`config.mk`:
```
export PLATFORM = sky130hd
export DESIGN_NAME = idecode
export DESIGN_NICKNAME = d
export VERILOG_FILES = /design/src/rtl/idecode_pkg.sv /design/src/rtl/imm_gen.sv /design/src/rtl/idecode.sv
export SDC_FILE = /design/constraint.sdc
export NUM_CORES = 1
export LEC_CHECK = 0
export BUFFER_PORTS_ARGS = -buffer_cell sky130_fd_sc_hd__buf_2
export CAP_MARGIN = 25
export CELL_PAD_IN_SITES_DETAIL_PLACEMENT = 0
export CELL_PAD_IN_SITES_GLOBAL_PLACEMENT = 1
export CORE_ASPECT_RATIO = 1.75
export CORE_MARGIN = 2
export CORE_UTILIZATION = 30
export CTS_CLUSTER_SIZE = 24
export DETAILED_ROUTE_END_ITERATION = 8
export GPL_TIMING_DRIVEN = 0
export PLACE_DENSITY = 0.79
export SLEW_MARGIN = 20
export SYNTH_ARGS = -nofsm -noshare
export SYNTH_HDL_FRONTEND = slang
export SYNTH_SLANG_ARGS = --single-unit
```
`constraint.sdc`:
```
create_clock -name clk -period 1.9 [get_ports clk]
set_clock_uncertainty 0.1 [all_clocks]
set_input_delay 0.19 -clock clk [delete_from_list [all_inputs] [get_ports clk]]
set_output_delay 0.19 -clock clk [all_outputs]
set_load 0.03 [all_outputs]
```
`src/rtl/idecode_pkg.sv`:
```
// idecode_pkg: ALU function codes, RV32I opcodes and decode types shared by idecode, imm_gen and the ALU.
package idecode_pkg;
  localparam logic [3:0] FN_ADD  = 4'h0;
  localparam logic [3:0] FN_SLL  = 4'h1;
  localparam logic [3:0] FN_SLT  = 4'h2;
  localparam logic [3:0] FN_SLTU = 4'h3;
  localparam logic [3:0] FN_XOR  = 4'h4;
  localparam logic [3:0] FN_SRL  = 4'h5;
  localparam logic [3:0] FN_OR   = 4'h6;
  localparam logic [3:0] FN_AND  = 4'h7;
  localparam logic [3:0] FN_SUB  = 4'h8;
  localparam logic [3:0] FN_SRA  = 4'hd;

  localparam logic [6:0] OP_LUI    = 7'b0110111;
  localparam logic [6:0] OP_AUIPC  = 7'b0010111;
  localparam logic [6:0] OP_JAL    = 7'b1101111;
  localparam logic [6:0] OP_JALR   = 7'b1100111;
  localparam logic [6:0] OP_BRANCH = 7'b1100011;
  localparam logic [6:0] OP_LOAD   = 7'b0000011;
  localparam logic [6:0] OP_STORE  = 7'b0100011;
  localparam logic [6:0] OP_IMM    = 7'b0010011;
  localparam logic [6:0] OP_OP     = 7'b0110011;

  typedef enum logic [2:0] {IMM_N, IMM_I, IMM_S, IMM_B, IMM_U, IMM_J, IMM_SH} imm_t;

  typedef struct packed {
    logic [3:0]  fn;
    logic [4:0]  rs1;
    logic [4:0]  rs2;
    logic [4:0]  rd;
    logic [31:0] imm;
    logic        use_imm;
    logic        use_pc;
    logic        illegal;
    logic [31:0] pc;
  } dec_t;
endpackage

```
`src/rtl/imm_gen.sv`:
```
// imm_gen: combinational RV32I immediate extraction; shifts yield the zero-extended shamt.
module imm_gen
  import idecode_pkg::*;
(
  input  logic [31:7] instr,
  input  imm_t        typ,
  output logic [31:0] imm
);
  always_comb
    imm = typ == IMM_I  ? {{20{instr[31]}}, instr[31:20]} :
          typ == IMM_S  ? {{20{instr[31]}}, instr[31:25], instr[11:7]} :
          typ == IMM_B  ? {{19{instr[31]}}, instr[31], instr[7], instr[30:25], instr[11:8], 1'b0} :
          typ == IMM_U  ? {instr[31:12], 12'b0} :
          typ == IMM_J  ? {{11{instr[31]}}, instr[31], instr[19:12], instr[20], instr[30:21], 1'b0} :
          typ == IMM_SH ? {27'b0, instr[24:20]} : '0;
endmodule

```
`src/rtl/idecode.sv`:
```
// idecode: RV32I decode stage, one-cycle registered output with valid/ready handshake.
// Define IDECODE_SKID_EN to add a one-entry skid buffer so in_ready no longer depends on out_ready.
module idecode
  import idecode_pkg::*;
(
  input  logic        clk,
  input  logic        rst,
  input  logic        flush,
  input  logic        in_valid,
  output logic        in_ready,
  input  logic [31:0] in_instr,
  input  logic [31:0] in_pc,
  output logic        out_valid,
  input  logic        out_ready,
  output logic [3:0]  out_fn,
  output logic [4:0]  out_rs1,
  output logic [4:0]  out_rs2,
  output logic [4:0]  out_rd,
  output logic [31:0] out_imm,
  output logic        out_use_imm,
  output logic        out_use_pc,
  output logic [31:0] out_pc,
  output logic        out_illegal
);
  logic [2:0]  f3;
  logic        f7b;
  imm_t        ityp;
  logic [31:0] imm;
  dec_t        dec_n, dec, out_q, out_d;
  logic        valid_q, valid_d, accept;

  assign f3  = in_instr[14:12];
  assign f7b = in_instr[30];

  imm_gen u_imm (.instr(in_instr[31:7]), .typ(ityp), .imm(imm));

  always_comb begin
    dec_n     = '0;
    dec_n.rs1 = in_instr[19:15];
    dec_n.rs2 = in_instr[24:20];
    dec_n.rd  = in_instr[11:7];
    dec_n.pc  = in_pc;
    ityp      = IMM_N;
    case (in_instr[6:0])
      OP_OP:     dec_n.fn = f7b && f3 == 3'd0 ? FN_SUB : f7b && f3 == 3'd5 ? FN_SRA : {1'b0, f3};
      OP_IMM: begin
        dec_n.fn      = f3 == 3'd5 && f7b ? FN_SRA : {1'b0, f3};
        dec_n.use_imm = 1'b1;
        ityp          = f3 == 3'd1 || f3 == 3'd5 ? IMM_SH : IMM_I;
      end
      OP_LUI: begin
        dec_n.rs1     = '0;
        dec_n.use_imm = 1'b1;
        ityp          = IMM_U;
      end
      OP_AUIPC: begin
        dec_n.use_imm = 1'b1;
        dec_n.use_pc  = 1'b1;
        ityp          = IMM_U;
      end
      OP_LOAD, OP_JALR: begin
        dec_n.use_imm = 1'b1;
        ityp          = IMM_I;
      end
      OP_STORE: begin
        dec_n.use_imm = 1'b1;
        ityp          = IMM_S;
      end
      OP_JAL:    ityp = IMM_J;
      OP_BRANCH: begin
        dec_n.fn      = f3[2:1] == 2'b00 ? FN_SUB : f3[2:1] == 2'b10 ? FN_SLT : FN_SLTU;
        dec_n.illegal = f3[2:1] == 2'b01;
        ityp          = IMM_B;
      end
      default:   dec_n.illegal = 1'b1;
    endcase
    // illegal words still flow downstream, but as a harmless add with no immediate
    if (dec_n.illegal) begin
      dec_n.fn      = FN_ADD;
      dec_n.use_imm = 1'b0;
      ityp          = IMM_N;
    end
  end

  always_comb begin
    dec     = dec_n;
    dec.imm = imm;
  end

`ifdef IDECODE_SKID_EN
  dec_t skid_q, skid_d;
  logic skid_full_q, skid_full_d;

  assign in_ready = !rst && !skid_full_q;
  assign accept   = in_valid && in_ready && !flush;

  always_comb begin
    valid_d     = valid_q;
    out_d       = out_q;
    skid_d      = skid_q;
    skid_full_d = skid_full_q;
    if (flush) begin
      valid_d     = 1'b0;
      skid_full_d = 1'b0;
    end else if (!valid_q || out_ready) begin
      valid_d     = skid_full_q || accept;
      out_d       = skid_full_q ? skid_q : accept ? dec : out_q;
      skid_full_d = 1'b0;
    end else if (accept) begin
      skid_d      = dec;
      skid_full_d = 1'b1;
    end
  end

  always_ff @(posedge clk)
    if (rst) begin
      skid_full_q <= 1'b0;
      skid_q      <= '0;
    end else begin
      skid_full_q <= skid_full_d;
      skid_q      <= skid_d;
    end
`else
  assign in_ready = !rst && (!valid_q || out_ready);
  assign accept   = in_valid && in_ready && !flush;

  always_comb begin
    valid_d = valid_q;
    out_d   = out_q;
    if (flush) valid_d = 1'b0;
    else if (!valid_q || out_ready) begin
      valid_d = accept;
      out_d   = accept ? dec : out_q;
    end
  end
`endif

  always_ff @(posedge clk)
    if (rst) begin
      valid_q <= 1'b0;
      out_q   <= '0;
    end else begin
      valid_q <= valid_d;
      out_q   <= out_d;
    end

  // masked during reset so a held word cannot transfer on the reset edge
  assign out_valid   = valid_q && !rst;
  assign out_fn      = out_q.fn;
  assign out_rs1     = out_q.rs1;
  assign out_rs2     = out_q.rs2;
  assign out_rd      = out_q.rd;
  assign out_imm     = out_q.imm;
  assign out_use_imm = out_q.use_imm;
  assign out_use_pc  = out_q.use_pc;
  assign out_pc      = out_q.pc;
  assign out_illegal = out_q.illegal;
endmodule

```
==> Word-level counts from Yosys, hierarchy flattened <==
Cells that the tools add are included.
W data, S select, Z words.
{ "word_totals": {"word_cells": 69, "reg_bits": 87, "in_bits": 69, "out_inout_bits": 88} }
{ "op_classes": {"n_reduce_logical": 19, "mux": 20, "n_eq_ne": 19, "n_bitwise": 1} }
{ "op_table": {"columns": ["operator", "n"], "rows": [
  ["$mux W32", 5],
  ["$eq A7 B6 Y1 const B", 3],
  ["$eq A7 B7 Y1 const B", 3],
  ["$pmux W3 S6", 1],
  ["$mux W4", 4],
  ["$eq A7 B5 Y1 const B", 2],
  ["$eq A3 B3 Y1 const B", 4],
  ["$pmux W4 S3", 1],
  ["$mux W5", 2],
  ["$reduce_or A8 Y1", 1],
  ["$eq A7 B2 Y1 const B", 1],
  ["$eq A3 B1 Y1 const B", 2],
  ["$eq A3 B2 Y1 const B", 2],
  ["$logic_and A1 B1 Y1", 6],
  ["$mux W3", 2],
  ["$reduce_or A2 Y1", 3],
  ["$reduce_or A6 Y1", 1],
  ["$mux W1", 4],
  ["$logic_not A1 Y1", 3],
  ["$logic_not A3 Y1", 1],
  ["$reduce_and A3 Y1", 1],
  ["$eq A2 B1 Y1 const B", 1],
  ["$eq A2 B2 Y1 const B", 1],
  ["$logic_not A2 Y1", 1],
  ["other kinds (3)", 4]
]} }

==> Depth between registers and ports, before layout <==
Gate-level depths: netlist of run 1.
{ "depth": {"word_depth": 12, "mapped_depth": 9, "ltp_nobuf": 6} }

==> Cells and area by module <==
From an unflattened synthesis of run 1, not the netlist that was laid out.
{ "unflattened": {"hier_cells": 493, "hier_area_um2": 3789.9} }
{ "modules_own_cells": {"columns": ["mod", "area_per_inst_um2", "cells_per_inst", "seq_area_each_um2", "instances"], "rows": [
  ["idecode", 3348.2, 424, 1741.7, 1],
  ["imm_gen", 441.7, 69, 0.0, 1]
]} }

==> Least setup slack after synthesis of run 1 <==
Ideal clock, no wire load.
{ "synth_timing": {"path_kind": "input port to flip-flop", "start": "input in_instr[5]", "end": "register out_q (netlist bit out_imm[20])", "cell_stages": 9, "slack_ps": -38, "arrival_ps": 1758, "n_path_buf": 3, "t_required_ps": 1720, "setup_time_ps": 80, "path_cell_list": "buf_6 -> or3_1 -> a2111oi_2 -> o32ai_1 -> nor2_2 -> buf_6 -> a21oi_2 -> buf_6 -> a211oi_2"} }
{ "synth_between": {"elab_chain_cells": 10, "word_cells_on_any_way": 25, "classes_between": "eq/ne (14); mux (8); reduce/logical (3)"} }
{ "synth_lines": {"columns": ["item", "line_no", "text"], "rows": [
  ["start, declared", "idecode.sv:11", "input logic [31:0] in_instr,"],
  ["$eq A7 B6 Y1 (tied with other cells)", "idecode.sv:44", "case (in_instr[6:0])"],
  ["$reduce_or A8 Y1 (no line) or $reduce_or A2 Y1 (tied branches)", null, null],
  ["$pmux W1 S2 or $pmux W3 S6 (tied branches)", "idecode.sv:44", null],
  ["$mux W3 *", "idecode.sv:78", "if (dec_n.illegal) begin"],
  ["$eq A3 B3 Y1", "imm_gen.sv:14", "typ == IMM_J ? {{11{instr[31]}}, instr[31], instr[19:12], instr[20], instr[30:21], 1'b0} :"],
  ["$mux W32", "imm_gen.sv:14", null],
  ["$mux W32", "imm_gen.sv:13", "typ == IMM_U ? {instr[31:12], 12'b0} :"],
  ["$mux W32", "imm_gen.sv:12", "typ == IMM_B ? {{19{instr[31]}}, instr[31], instr[7], instr[30:25], instr[11:8], 1'b0} :"],
  ["$mux W32", "imm_gen.sv:11", "typ == IMM_S ? {{20{instr[31]}}, instr[31:25], instr[11:7]} :"],
  ["$mux W32 *", "imm_gen.sv:10", "imm = typ == IMM_I ? {{20{instr[31]}}, instr[31:20]} :"],
  ["end signal, assigned", "idecode.sv:144", "out_q <= out_d;"],
  ["end, declared", "idecode.sv:29", "dec_t dec_n, dec, out_q, out_d;"]
]} }
Every way passes the cells marked *; elsewhere a longest branch is shown, timed or not.
A chain may end at the register's enable or synchronous reset.

==> Final worst setup path of run 1 <==
{ "layout_timing": {"start": "input in_instr[6]", "end": "register out_q (netlist bit out_imm[28])"} }
The elaborated chain is that of the path after synthesis.

==> results_tabular.tex, run 1 <==
\begin{tabular}{lr}
\hline
Metric & Value \\
\hline
\multicolumn{2}{l}{\textbf{Critical path}} \\
Type of the worst setup path & primary input to register \\
Critical-path cell list & buf\_2, or3\_4, a2111oi\_4, o32ai\_1, nor2\_2, buf\_6, a21oi\_2, buf\_6, a211oi\_2 \\
Startpoint type of the worst setup path & primary input \\
Required time at the endpoint of the critical path & 2060 ps \\
Master of the slowest instance on the critical path & sky130\_fd\_sc\_hd\_\_or3\_4 \\
Type of destination of the critical path & register \\
Number of buffers and inverters on the critical path & 3 \\
Worst EP arrival & slightly below 2000 ps \\
Crit-path most repeated cell & sky130\_fd\_sc\_hd\_\_buf\_6 \\
Family with the most delay on the worst path & compound AO/OA/AOI/OAI gates \\
CP max FO & 10 \\
Crit path largest cell delay & 380 ps \\
\multicolumn{2}{l}{\textbf{GRT}} \\
Number of global-route vias before repair & just under 4k \\
Largest net degree at the start of global routing & 15 \\
Total global routing track utilization & 18.8\% \\
First-pass GRT wire length & 19000 µm \\
Remaining global-route overflow & 0 \\
Initial antenna violation count & 0 \\
\multicolumn{2}{l}{\textbf{STA}} \\
Final-layout worst hold slack & 5.07 ps \\
Transition time of the tightest slew-check pin & 703 ps \\
Final cycle utilization of the critical path & $\sim$95\% \\
Fmax achieved & 0.555 GHz \\
Slew headroom & 53.1\% \\
Clock period minus final worst setup slack & 1800 ps \\
Number of hold violations in the final report & 0 \\
Final setup violation count & 0 \\
Number of pins exceeding their max-slew limit in the final report & 0 \\
\multicolumn{2}{l}{\textbf{Floorplanning}} \\
Total I/O pin count & approximately 160 \\
Core area & 11600 µm² \\
Initial standard-cell utilization of the core & 30.8\% \\
Number of standard-cell rows in the floorplan & 52 \\
Height of the chip & 148 µm \\
Die Area & 12800 µm² \\
Die width & 86.5 µm \\
\multicolumn{2}{l}{\textbf{CTS}} \\
Maximum level of the CTS H-tree & 3 \\
Latest clock arrival within the worst-skew pair & 330 ps \\
Number of buffers on the longest clock path & 2 \\
Clock Sink Count & 87 \\
Total clock buffers created by CTS & 9 \\
\# Post-CTS Setup Buffers & 0 \\
CTS tree & done \\
Library cell used as clock root buffer & sky130\_fd\_sc\_hd\_\_clkbuf\_16 \\
Clock transition at the registers of the reported paths & 60 ps \\
\multicolumn{2}{l}{\textbf{Power}} \\
IR Drop Worst-Case VDD & 0.443 mV \\
Leakage component of the power & $\sim$2.2 nW \\
Areal power density over the cells & roughly 820 nW/µm² \\
\multicolumn{2}{l}{\textbf{Yosys}} \\
Post-synthesis instance area & 3570 µm² \\
Synth warnings & 0 \\
Yosys top cell area share & 48.8\% \\
Basic-gate share of the synthesized area counting and, or, nand and nor cells & 25.5\% \\
Top cells by count, synth & 118 x sky130\_fd\_sc\_hd\_\_nand2\_1, 87 x sky130\_fd\_sc\_hd\_\_dfxtp\_1, 57 x sky130\_fd\_sc\_hd\_\_a21oi\_1 \\
Sequential element share of the synthesized area & between 40\% and 50\% \\
Count of flip-flops with a built-in enable after synthesis & 0 \\
Async SR Flop Fraction & 0\% \\
Post-Synthesis Net Count & between 500 and 600 \\
Post-synth top flop & sky130\_fd\_sc\_hd\_\_dfxtp\_1 \\
Most numerous cell in the Yosys netlist & sky130\_fd\_sc\_hd\_\_nand2\_1 \\
Area share of fa/ha/maj cells after synthesis & 0\% \\
Largest cells by area after synthesis & sky130\_fd\_sc\_hd\_\_dfxtp\_1 49\%, sky130\_fd\_sc\_hd\_\_nand2\_1 12\%, sky130\_fd\_sc\_hd\_\_a21oi\_1 8.0\%, sky130\_fd\_sc\_hd\_\_nor2\_1 4.1\%, sky130\_fd\_sc\_hd\_\_a211oi\_2 3.5\% \\
Synthesized instance count & about 440 \\
Top cell type by total area after synthesis & sky130\_fd\_sc\_hd\_\_dfxtp\_1 \\
Synth Area per Inst & 8.05 µm² \\
Distinct cells, synth & 40 \\
Multiplexer share of the synthesized area & 0\% \\
Post-synthesis compound-gate area fraction & 21.1\% \\
Largest family of logic cells by synthesized area & simple AND/OR/NAND/NOR gates \\
Post-synthesis xor/xnor area fraction & 0.245\% \\
Flop and latch count out of synthesis & 87 \\
\multicolumn{2}{l}{\textbf{Routing}} \\
WL final & 12000 µm \\
First drt pass iteration count & 7 \\
Routed length per instance & 15.4 µm \\
Routed via count divided by cell count & about 5 \\
Vias & 3812 \\
1st-iter DRT viols & 144 \\
Remaining antenna violation count after routing & 0 \\
DRC violation count after routing & 0 \\
\multicolumn{2}{l}{\textbf{Placement}} \\
Number of port buffers & about 150 \\
Weighted congestion reported at the end of routability-driven placement & 0.786 \\
Post-DP HPWL & a little over 9000 µm \\
Placed Instances & between 700 and 800 \\
\multicolumn{2}{l}{\textbf{Finish}} \\
NumNets Final & around 710 \\
Antenna cell count & 0 \\
Multi-input gate area in the final layout & 1720 µm² \\
P\&R area growth vs syn & 45.4\% \\
Filler cells & 1191 \\
Non-filler instance count after layout & 779 \\
Sequential cell area & 1740 µm² \\
Fraction of final layout cells sized beyond drive strength 1 & 32.3\% \\
\multicolumn{2}{l}{\textbf{Hold path}} \\
Hold/Removal Path Class & primary input to register \\
\multicolumn{2}{l}{\textbf{Flow run}} \\
Max cap viols & 0 \\
\multicolumn{2}{l}{\textbf{Status}} \\
Outcome & finished clean \\
\hline
\end{tabular}
[cells by family after synthesis]
logic type	count (synthesis)
compound gates	114
xor+xnor	1
buf+inv	36
flops	87
simple gates	206
[placed cells by master (no fill, tap or decap), types with 6 or more instances in the layout]
cell type / synthesis / final
sky130_fd_sc_hd__a211oi_1: 16 / 16
sky130_fd_sc_hd__a211oi_2: 10 / 10
sky130_fd_sc_hd__a21oi_1: 57 / 56
sky130_fd_sc_hd__a22oi_1: 7 / 7
sky130_fd_sc_hd__buf_2: 2 / 158
sky130_fd_sc_hd__clkbuf_1: 26 / 13
sky130_fd_sc_hd__clkbuf_16: 0 / 9
sky130_fd_sc_hd__clkbuf_2: 0 / 11
sky130_fd_sc_hd__dfxtp_1: 87 / 87
sky130_fd_sc_hd__dlygate4sd3_1: 0 / 33
sky130_fd_sc_hd__nand2_1: 118 / 118
sky130_fd_sc_hd__nand3_1: 7 / 6
sky130_fd_sc_hd__nand3b_1: 10 / 10
sky130_fd_sc_hd__nor2_1: 39 / 39
sky130_fd_sc_hd__nor2b_1: 7 / 7
sky130_fd_sc_hd__o21ai_0: 11 / 11
[final timing paths]
check,depth (start not counted),slack (ps),end,from
max reg2reg,6,230,out_pc[24],valid_q
min,3,5,out_rd[2],in_instr[9]
max,9,100,out_imm[28],in_instr[6]
min reg2reg,2,350,out_pc[13],out_pc[13]
[through the flow]
| stage | TNS (ps) | total power, mW | setup WS [ps] | cell area [µm²] | util, % |
|---|---|---|---|---|---|
| after detailed placement | -40260 | 2.49 | -693 | 4510 | 38.9 |
| after global routing | -8.14 | 4.42 | -8.14 | 5190 | 44.9 |
| final | 0 | 4.24 | 98.6 | 5190 | 44.9 |
| after CTS | 0 | 4.29 | 54.8 | 5150 | 44.5 |
| after floorplan | 0 | 2.27 | 15.6 | 3570 | - |
| after global placement | -37120 | 2.48 | -619 | 4510 | 38.9 |
[final cells by class]
| type | count | share of cell area [%] |
|---|---|---|
| Buffer | 33 | 3.28 |
| Tap cell | 135 | 3.25 |
| Sequential cell | 87 | 33.5 |
| Timing Repair Buffer | 186 | 21.1 |
| Multi-Input combinational cell | 321 | 33.2 |
| Inverter | 2 | 0.145 |
| Clock buffer | 9 | 4.34 |
| Clock inverter | 6 | 1.18 |
[tightest hold or removal path, stage by stage]
cell	delay (ps)
sky130_fd_sc_hd__buf_2	110
sky130_fd_sc_hd__nand2_1	50
sky130_fd_sc_hd__a21oi_1	50
[per-layer routing]
metal  track usage, %  share of wire [%]  vias up
met5                0                  0        -
met2             34.4                 52      127
met4             9.06                3.5        0
li1                 -                  -     1910
met3             5.33                6.6       33
met1             19.0                 38     1742
[power by group]
part / leakage, nW / internal (mW) / switching, mW
Sequential: 0.707 / 1.89 / 0.0294
Combinational: 1.36 / 0.225 / 0.375
Clock: 0.141 / 1.01 / 0.720
[sequential cells by signal, indices dropped and copies added (netlist names)]
name,count
out_use_imm,1
out_fn,4
out_imm,32
out_rs1,5
out_rs2,5
out_use_pc,1
valid_q,1
out_rd,5
out_pc,32
out_illegal,1
[what timing repair did]
action | CTS | global route
endpoints found under the hold margin | 33 | 0
resized for setup | 14 | 14
endpoints found under the setup margin | 70 | 62
hold buffers | 33 | 0
pin swaps | 0 | 2
(Power assumes the default switching activity.)
==> inputs of run 2 (changes only) <==
--- a/config.mk
+++ b/config.mk
@@ -5,7 +5,7 @@
 export SDC_FILE = /design/constraint.sdc
 export NUM_CORES = 1
 export LEC_CHECK = 0
-export BUFFER_PORTS_ARGS = -buffer_cell sky130_fd_sc_hd__buf_2
+export BUFFER_PORTS_ARGS = -buffer_cell sky130_fd_sc_hd__buf_4
 export CAP_MARGIN = 25
 export CELL_PAD_IN_SITES_DETAIL_PLACEMENT = 0
 export CELL_PAD_IN_SITES_GLOBAL_PLACEMENT = 1
@@ -15,7 +15,7 @@
 export CTS_CLUSTER_SIZE = 24
 export DETAILED_ROUTE_END_ITERATION = 8
 export GPL_TIMING_DRIVEN = 0
-export PLACE_DENSITY = 0.79
+export PLACE_DENSITY = 0.85
 export SLEW_MARGIN = 20
 export SYNTH_ARGS = -nofsm -noshare
 export SYNTH_HDL_FRONTEND = slang
==> results_tabular.tex, run 2 (synthesized netlist as in run 1, its figures left out) <==
\begin{tabular}{lr}
\hline
Metric & Value \\
\hline
\multicolumn{2}{l}{\textbf{Finish}} \\
Most common cell after layout, fill and taps aside & sky130\_fd\_sc\_hd\_\_buf\_4 \\
Sequential cell area & 1740 µm² (unchanged) \\
Fraction of final layout cells sized beyond drive strength 1 & 31.8\% (-0.52 points) \\
Post-route standard cell area excluding fillers & 5610 µm² (+7.9\%) \\
Top library cells by usage in the layout, fill and taps aside & 154 x sky130\_fd\_sc\_hd\_\_buf\_4, 118 x sky130\_fd\_sc\_hd\_\_nand2\_1, 87 x sky130\_fd\_sc\_hd\_\_dfxtp\_1 \\
Antenna cell count & 0 (unchanged) \\
Multi-input gate area in the final layout & 1710 µm² (-0.94\%) \\
P\&R area growth vs syn & 57.0\% \\
Filler cells & 1174 (-1.4\%) \\
NumNets Final & 710 (+0.14\%) \\
Final core area utilization & 48.4\% (+3.6 points) \\
\multicolumn{2}{l}{\textbf{Power}} \\
Net switching power & 1.10 mW (-2.3\%) \\
Power share of the sequential group & 42.4\% (-2.7 points) \\
Areal power density over the cells & 808 nW/µm² (-1.1\%) \\
Leakage component of the power & 2.28 nW (+3.2\%) \\
Clock power share & 42.9\% (+2.2 points) \\
Net switching share of the total power & 24.3\% (-2.2 points) \\
IR Drop Worst-Case VDD & 0.445 mV (+0.36\%) \\
Cell internal pwr & 3.43 mW (+10\%) \\
Comb power frac & 14.8\% (+0.7 points) \\
\multicolumn{2}{l}{\textbf{Routing}} \\
Vias & 3873 (+1.6\%) \\
WL final & 12400 µm (+3.1\%) \\
DRC violation count after routing & 0 (unchanged) \\
Remaining antenna violation count after routing & 0 (unchanged) \\
First drt pass iteration count & 4 (-3) \\
1st-iter DRT viols & 105 (-27\%) \\
Routed via count divided by cell count & 4.97 (+1.5\%) \\
Routed length per instance & 15.9 µm (+3.0\%) \\
\multicolumn{2}{l}{\textbf{Critical path}} \\
Launch instance of the worst register-to-register path & valid\_q \\
Required time at the endpoint of the critical path & 2050 ps (about the same) \\
Type of the worst setup path & primary input to register \\
Worst EP arrival & 1970 ps (about the same) \\
Reg2reg end & out\_pc[26] \\
Reg2reg path depth & 7 (+1) \\
Type of destination of the critical path & register \\
Crit. Startpoint & in\_instr[5] \\
Startpoint type of the worst setup path & primary input \\
Capture point of the worst path & out\_imm[21] \\
CP max FO & 10 (unchanged) \\
Worst setup slack for register-to-register paths & 140 ps (-90 ps) \\
\multicolumn{2}{l}{\textbf{Placement}} \\
Minimum setup slack after placement & -539 ps (+154 ps) \\
Placed Instance Area & 4890 µm² (+8.5\%) \\
Number of port buffers & 153 (unchanged) \\
Post-DP HPWL & 9130 µm (+0.48\%) \\
Weighted congestion reported at the end of routability-driven placement & 0.860 (+9.5\%) \\
\multicolumn{2}{l}{\textbf{GRT}} \\
Largest net degree at the start of global routing & 14 (-1) \\
Number of global-route vias before repair & 3739 (-3.8\%) \\
Remaining global-route overflow & 0 (unchanged) \\
Initial antenna violation count & 0 (unchanged) \\
First-pass GRT wire length & 18800 µm (-0.84\%) \\
Total global routing track utilization & 19.0\% (+0.19 points) \\
\multicolumn{2}{l}{\textbf{Status}} \\
Outcome & finished clean \\
\multicolumn{2}{l}{\textbf{CTS}} \\
Latest clock arrival within the worst-skew pair & 330 ps (about the same) \\
Maximum level of the CTS H-tree & 3 (unchanged) \\
Library cell used as clock root buffer & sky130\_fd\_sc\_hd\_\_clkbuf\_16 \\
Total clock buffers created by CTS & 9 (unchanged) \\
CTS tree & done \\
Clock transition at the registers of the reported paths & 60 ps (about the same) \\
Clock Sink Count & 87 (unchanged) \\
Number of buffers on the longest clock path & 2 (unchanged) \\
\multicolumn{2}{l}{\textbf{Floorplanning}} \\
Number of standard-cell rows in the floorplan & 52 (unchanged) \\
Height of the chip & 148 µm (unchanged) \\
Total I/O pin count & 157 (unchanged) \\
Initial standard-cell utilization of the core & 30.8\% (unchanged) \\
Die width & 86.5 µm (unchanged) \\
Core area & 11600 µm² (unchanged) \\
Die Area & 12800 µm² (unchanged) \\
\multicolumn{2}{l}{\textbf{Hold path}} \\
Hold/Removal Path Class & primary input to register \\
\multicolumn{2}{l}{\textbf{STA}} \\
Number of pins exceeding their max-slew limit in the final report & 0 (unchanged) \\
Final setup violation count & 0 (unchanged) \\
Transition time of the tightest slew-check pin & 625 ps (-78.4 ps) \\
Final cycle utilization of the critical path & 95.9\% (+1.1 points) \\
Number of hold violations in the final report & 0 (unchanged) \\
Clock period minus final worst setup slack & 1820 ps (+21.6 ps) \\
Final-layout worst hold slack & 5.54 ps (+0.472 ps) \\
Worst-case setup margin in the final layout & 77.0 ps (-21.6 ps) \\
Fmax achieved & 0.549 GHz (-1.2\%) \\
Slew headroom & 58.3\% (+5.2 points) \\
\multicolumn{2}{l}{\textbf{Flow run}} \\
Max cap viols & 0 (unchanged) \\
\hline
\end{tabular}
run 2: cell count changes in the layout (fill, tap and decap cells not counted), sizes merged:
cell / delta
clkbuf: +3
clkinv: -2
buf: +1
bufinv: +1
clkinvlp: -1
inv: -1
run 2: worst min path at each step:
| stage | startpoint | to | slack (ps) | depth (start not counted) |
|---|---|---|---|---|
| after floorplan | in_valid | valid_q | 210 | 1 |
| after global placement | in_valid | valid_q | 310 | 2 |
| final | in_instr[16] | out_rs1[1] | 6 | 3 |
| after CTS | in_instr[29] | out_imm[9] | 0.6 | 3 |
| after detailed placement | in_valid | valid_q | 330 | 2 |
| after global routing | in_instr[9] | out_rd[2] | 1 | 3 |
run 2: routing by layer:
metal / up-vias / share of wire (%) / wire (µm) / track usage [%]
met5: - / 0 / 0 / 0
met4: 0 / 4.1 / 504 / 10.6
met3: 28 / 5.6 / 694 / 4.44
met2: 147 / 53 / 6550 / 34.1
met1: 1771 / 37 / 4630 / 19.7
li1: 1927 / - / - / -
run 2: area by class of cell:
type                       count  share of cell area (%)
inverter                       2                   0.134
multi-input combinational    321                    30.5
clock buffer                  12                    4.75
sequential                    87                    31.1
timing repair buffer         186                    26.4
tap                          135                    3.01
clock inverter                 3                    1.16
buffer                        34                    3.06
run 2: critical path, stage by stage:
cell	delay (ps)
sky130_fd_sc_hd__buf_6	110
sky130_fd_sc_hd__or3_1	390
sky130_fd_sc_hd__a2111oi_2	340
sky130_fd_sc_hd__o32ai_1	140
sky130_fd_sc_hd__nor2_2	210
sky130_fd_sc_hd__buf_6	180
sky130_fd_sc_hd__a21oi_2	80
sky130_fd_sc_hd__buf_6	160
sky130_fd_sc_hd__a211oi_2	180
run 2: per-stage QoR:
| step | std cells | total power, mW | TNS [ps] |
|---|---|---|---|
| floorplan | 444 | 2.27 | 0 |
| global placement | 732 | 2.56 | -32440 |
| detailed placement | 732 | 2.57 | -34070 |
| CTS | 780 | 4.58 | 0 |
| global route | 780 | 4.72 | -66.3 |
| finish | 780 | 4.53 | 0 |
run 2: what timing repair did:
| item | 4_1_cts | 5_1_grt |
|---|---|---|
| pin swaps | 0 | 1 |
| endpoints found under the setup margin | 70 | 43 |
| gates cloned | 0 | 0 |
| hold endpoints to repair | 33 | 0 |
| gates resized for setup | 11 | 15 |
| buffers inserted | 0 | 0 |
| hold buffers | 33 | 0 |
run 2: power by group through the flow:
stage	combinational, mW	sequential [mW]	clock [mW]
3_5_place_dp	0.607	1.96	0
4_1_cts	0.666	1.92	2.00
3_3_place_gp	0.599	1.96	0
6_report	0.670	1.92	1.94
2_1_floorplan	0.201	2.07	0
5_1_grt	0.719	1.92	2.08
==> inputs of run 3 (changes only) <==
--- a/config.mk
+++ b/config.mk
@@ -10,7 +10,7 @@
 export CELL_PAD_IN_SITES_DETAIL_PLACEMENT = 0
 export CELL_PAD_IN_SITES_GLOBAL_PLACEMENT = 1
 export CORE_ASPECT_RATIO = 1.75
-export CORE_MARGIN = 2
+export CORE_MARGIN = 8
 export CORE_UTILIZATION = 30
 export CTS_CLUSTER_SIZE = 24
 export DETAILED_ROUTE_END_ITERATION = 8
==> results_tabular.tex, run 3 (synthesized netlist as in run 1, its figures left out) <==
\begin{tabular}{lr}
\hline
Metric & Value \\
\hline
\multicolumn{2}{l}{\textbf{CTS}} \\
Clock transition at the registers of the reported paths & 60 ps (about the same) \\
Number of buffers on the longest clock path & 2 (unchanged) \\
CTS tree & done \\
Total clock buffers created by CTS & 9 (unchanged) \\
Maximum level of the CTS H-tree & 3 (unchanged) \\
Library cell used as clock root buffer & sky130\_fd\_sc\_hd\_\_clkbuf\_16 \\
Latest clock arrival within the worst-skew pair & 330 ps (about the same) \\
\# Post-CTS Setup Buffers & 0 (unchanged) \\
Clock Sink Count & 87 (unchanged) \\
\multicolumn{2}{l}{\textbf{Routing}} \\
WL final & 12900 µm (+4.4\%) \\
1st-iter DRT viols & 145 (+38\%) \\
Routed length per instance & 17.1 µm (+7.5\%) \\
Remaining antenna violation count after routing & 0 (unchanged) \\
Routed via count divided by cell count & 5.04 (+1.5\%) \\
Vias & 3815 (-1.5\%) \\
First drt pass iteration count & 4 (unchanged) \\
DRC violation count after routing & 0 (unchanged) \\
\multicolumn{2}{l}{\textbf{Power}} \\
Comb power frac & 14.7\% (about the same) \\
IR Drop Worst-Case VDD & 0.443 mV (-0.42\%) \\
Net switching power & 1.10 mW (+0.17\%) \\
Leakage component of the power & 2.15 nW (-5.7\%) \\
Clock power share & 40.7\% (-2.2 points) \\
Cell internal pwr & 3.20 mW (-6.7\%) \\
Total power of the final layout & 4.30 mW (-5.0\%) \\
Power share of the sequential group & 44.6\% (+2.2 points) \\
Areal power density over the cells & 811 nW/µm² (+0.42\%) \\
Net switching share of the total power & 25.6\% (+1.3 points) \\
\multicolumn{2}{l}{\textbf{GRT}} \\
Initial antenna violation count & 0 (unchanged) \\
Total global routing track utilization & 15.9\% (-3.0 points) \\
First-pass GRT wire length & 19900 µm (+5.9\%) \\
Remaining global-route overflow & 0 (unchanged) \\
Number of global-route vias before repair & 3828 (+2.4\%) \\
Largest net degree at the start of global routing & 14 (unchanged) \\
\multicolumn{2}{l}{\textbf{Placement}} \\
Number of port buffers & 153 (unchanged) \\
Post-DP HPWL & 10300 µm (+13\%) \\
Weighted congestion reported at the end of routability-driven placement & 0.809 (-6.0\%) \\
Minimum setup slack after placement & -628 ps (-89.0 ps) \\
\multicolumn{2}{l}{\textbf{STA}} \\
Slew headroom & 56.7\% (-1.7 points) \\
Transition time of the tightest slew-check pin & 650 ps (+25.0 ps) \\
Fmax achieved & 0.573 GHz (+4.5\%) \\
RSZ-0062 raised after global routing & false \\
Clock period minus final worst setup slack & 1740 ps (-78.2 ps) \\
Number of hold violations in the final report & 0 (unchanged) \\
Number of pins exceeding their max-slew limit in the final report & 0 (unchanged) \\
Final cycle utilization of the critical path & 91.8\% (-4.1 points) \\
Final setup violation count & 0 (unchanged) \\
Setup TNS & 0 ps (unchanged) \\
Final-layout worst hold slack & 9.80 ps (+4.26 ps) \\
Worst-case setup margin in the final layout & 155 ps (+78.2 ps) \\
\multicolumn{2}{l}{\textbf{Finish}} \\
NumNets Final & 684 (-3.7\%) \\
P\&R area growth vs syn & 48.5\% \\
Filler cells & 1205 (+2.6\%) \\
Sequential cell area & 1740 µm² (unchanged) \\
Fraction of final layout cells sized beyond drive strength 1 & 32.7\% (+0.96 points) \\
Multi-input gate area in the final layout & 1690 µm² (-0.88\%) \\
Top library cells by usage in the layout, fill and taps aside & 153 x sky130\_fd\_sc\_hd\_\_buf\_4, 118 x sky130\_fd\_sc\_hd\_\_nand2\_1, 87 x sky130\_fd\_sc\_hd\_\_dfxtp\_1 \\
Antenna cell count & 0 (unchanged) \\
Most common cell after layout, fill and taps aside & sky130\_fd\_sc\_hd\_\_buf\_4 \\
\multicolumn{2}{l}{\textbf{Critical path}} \\
Crit path largest cell delay & 380 ps (about the same) \\
Startpoint type of the worst setup path & primary input \\
Crit-path most repeated cell & sky130\_fd\_sc\_hd\_\_buf\_6 \\
CP max FO & 10 (unchanged) \\
Required time at the endpoint of the critical path & 2050 ps (about the same) \\
Critical-path cell list & buf\_6, or3\_1, a2111oi\_2, o32ai\_1, nor2\_2, buf\_6, a21oi\_2, buf\_6, a211oi\_2 \\
Type of destination of the critical path & register \\
Type of the worst setup path & primary input to register \\
Master of the slowest instance on the critical path & sky130\_fd\_sc\_hd\_\_or3\_1 \\
Family with the most delay on the worst path & compound AO/OA/AOI/OAI gates \\
Number of buffers and inverters on the critical path & 3 (unchanged) \\
Worst EP arrival & 1900 ps (-70 ps) \\
\multicolumn{2}{l}{\textbf{Floorplanning}} \\
Die Area & 15800 µm² (+23\%) \\
Die width & 98.5 µm (+14\%) \\
Core area & 11800 µm² (+1.9\%) \\
Total I/O pin count & 157 (unchanged) \\
Initial standard-cell utilization of the core & 30.3\% (-0.58 points) \\
Number of standard-cell rows in the floorplan & 53 (+1.9\%) \\
Height of the chip & 160 µm (+8.1\%) \\
\multicolumn{2}{l}{\textbf{Hold path}} \\
Hold/Removal Path Class & primary input to register \\
\multicolumn{2}{l}{\textbf{Flow run}} \\
Max cap viols & 0 (unchanged) \\
\multicolumn{2}{l}{\textbf{Status}} \\
Outcome & finished clean \\
\hline
\end{tabular}
==> run 3: layer usage <==
metal	GRT usage, %	wire length (µm)
met4	9.63	486
met2	29.4	6950
met1	15.1	4550
met5	0	0
met3	4.46	920
==> run 3: worst paths after layout <==
path          startpoint           to  slack (ps)  cells after the start
min reg2reg    out_rd[3]    out_rd[3]         350                      2
min            in_pc[24]   out_pc[24]          10                      3
max          in_instr[5]  out_imm[24]         160                      9
max reg2reg      valid_q    out_rd[1]         200                      6
==> run 3: per-stage QoR <==
stage | instances | instance area [µm²] | utilization [%]
after floorplan | 444 | 3570 | -
after global placement | 734 | 4890 | 41.4
after detailed placement | 734 | 4890 | 41.4
after CTS | 758 | 5290 | 44.8
after global routing | 757 | 5300 | 44.9
final | 757 | 5300 | 44.9
==> run 3: power by group through the flow <==
stage / Clock [mW] / Combinational (mW) / Sequential (mW)
CTS: 1.79 / 0.635 / 1.92
detailed placement: 0 / 0.616 / 1.96
finish: 1.75 / 0.632 / 1.92
global placement: 0 / 0.606 / 1.96
floorplan: 0 / 0.201 / 2.07
global route: 1.86 / 0.676 / 1.93
==> run 3: final cells by class <==
type	instances	share of cell area [%]
plain buffers	33	3.18
flip-flops and latches	87	32.8
inverters	2	0.142
repair buffers	161	23.2
well taps	137	3.23
multi-input cells	321	31.9
clock inverters	3	0.802
clock buffers	13	4.72
==> run 3: what timing repair did <==
action	CTS	global route
gates resized for setup	13	10
hold buffers	8	0
endpoints found under the setup margin	70	57
endpoints found under the hold margin	8	0
==> run 3: worst reg2reg max path, stage by stage (launching register included) <==
cell and delay, ps:
sky130_fd_sc_hd__dfxtp_1 320, sky130_fd_sc_hd__nand2b_1 100, sky130_fd_sc_hd__and3_1 310, sky130_fd_sc_hd__clkbuf_4 300, sky130_fd_sc_hd__clkbuf_2 260, sky130_fd_sc_hd__nand2_1 100
sky130_fd_sc_hd__a21oi_1 130
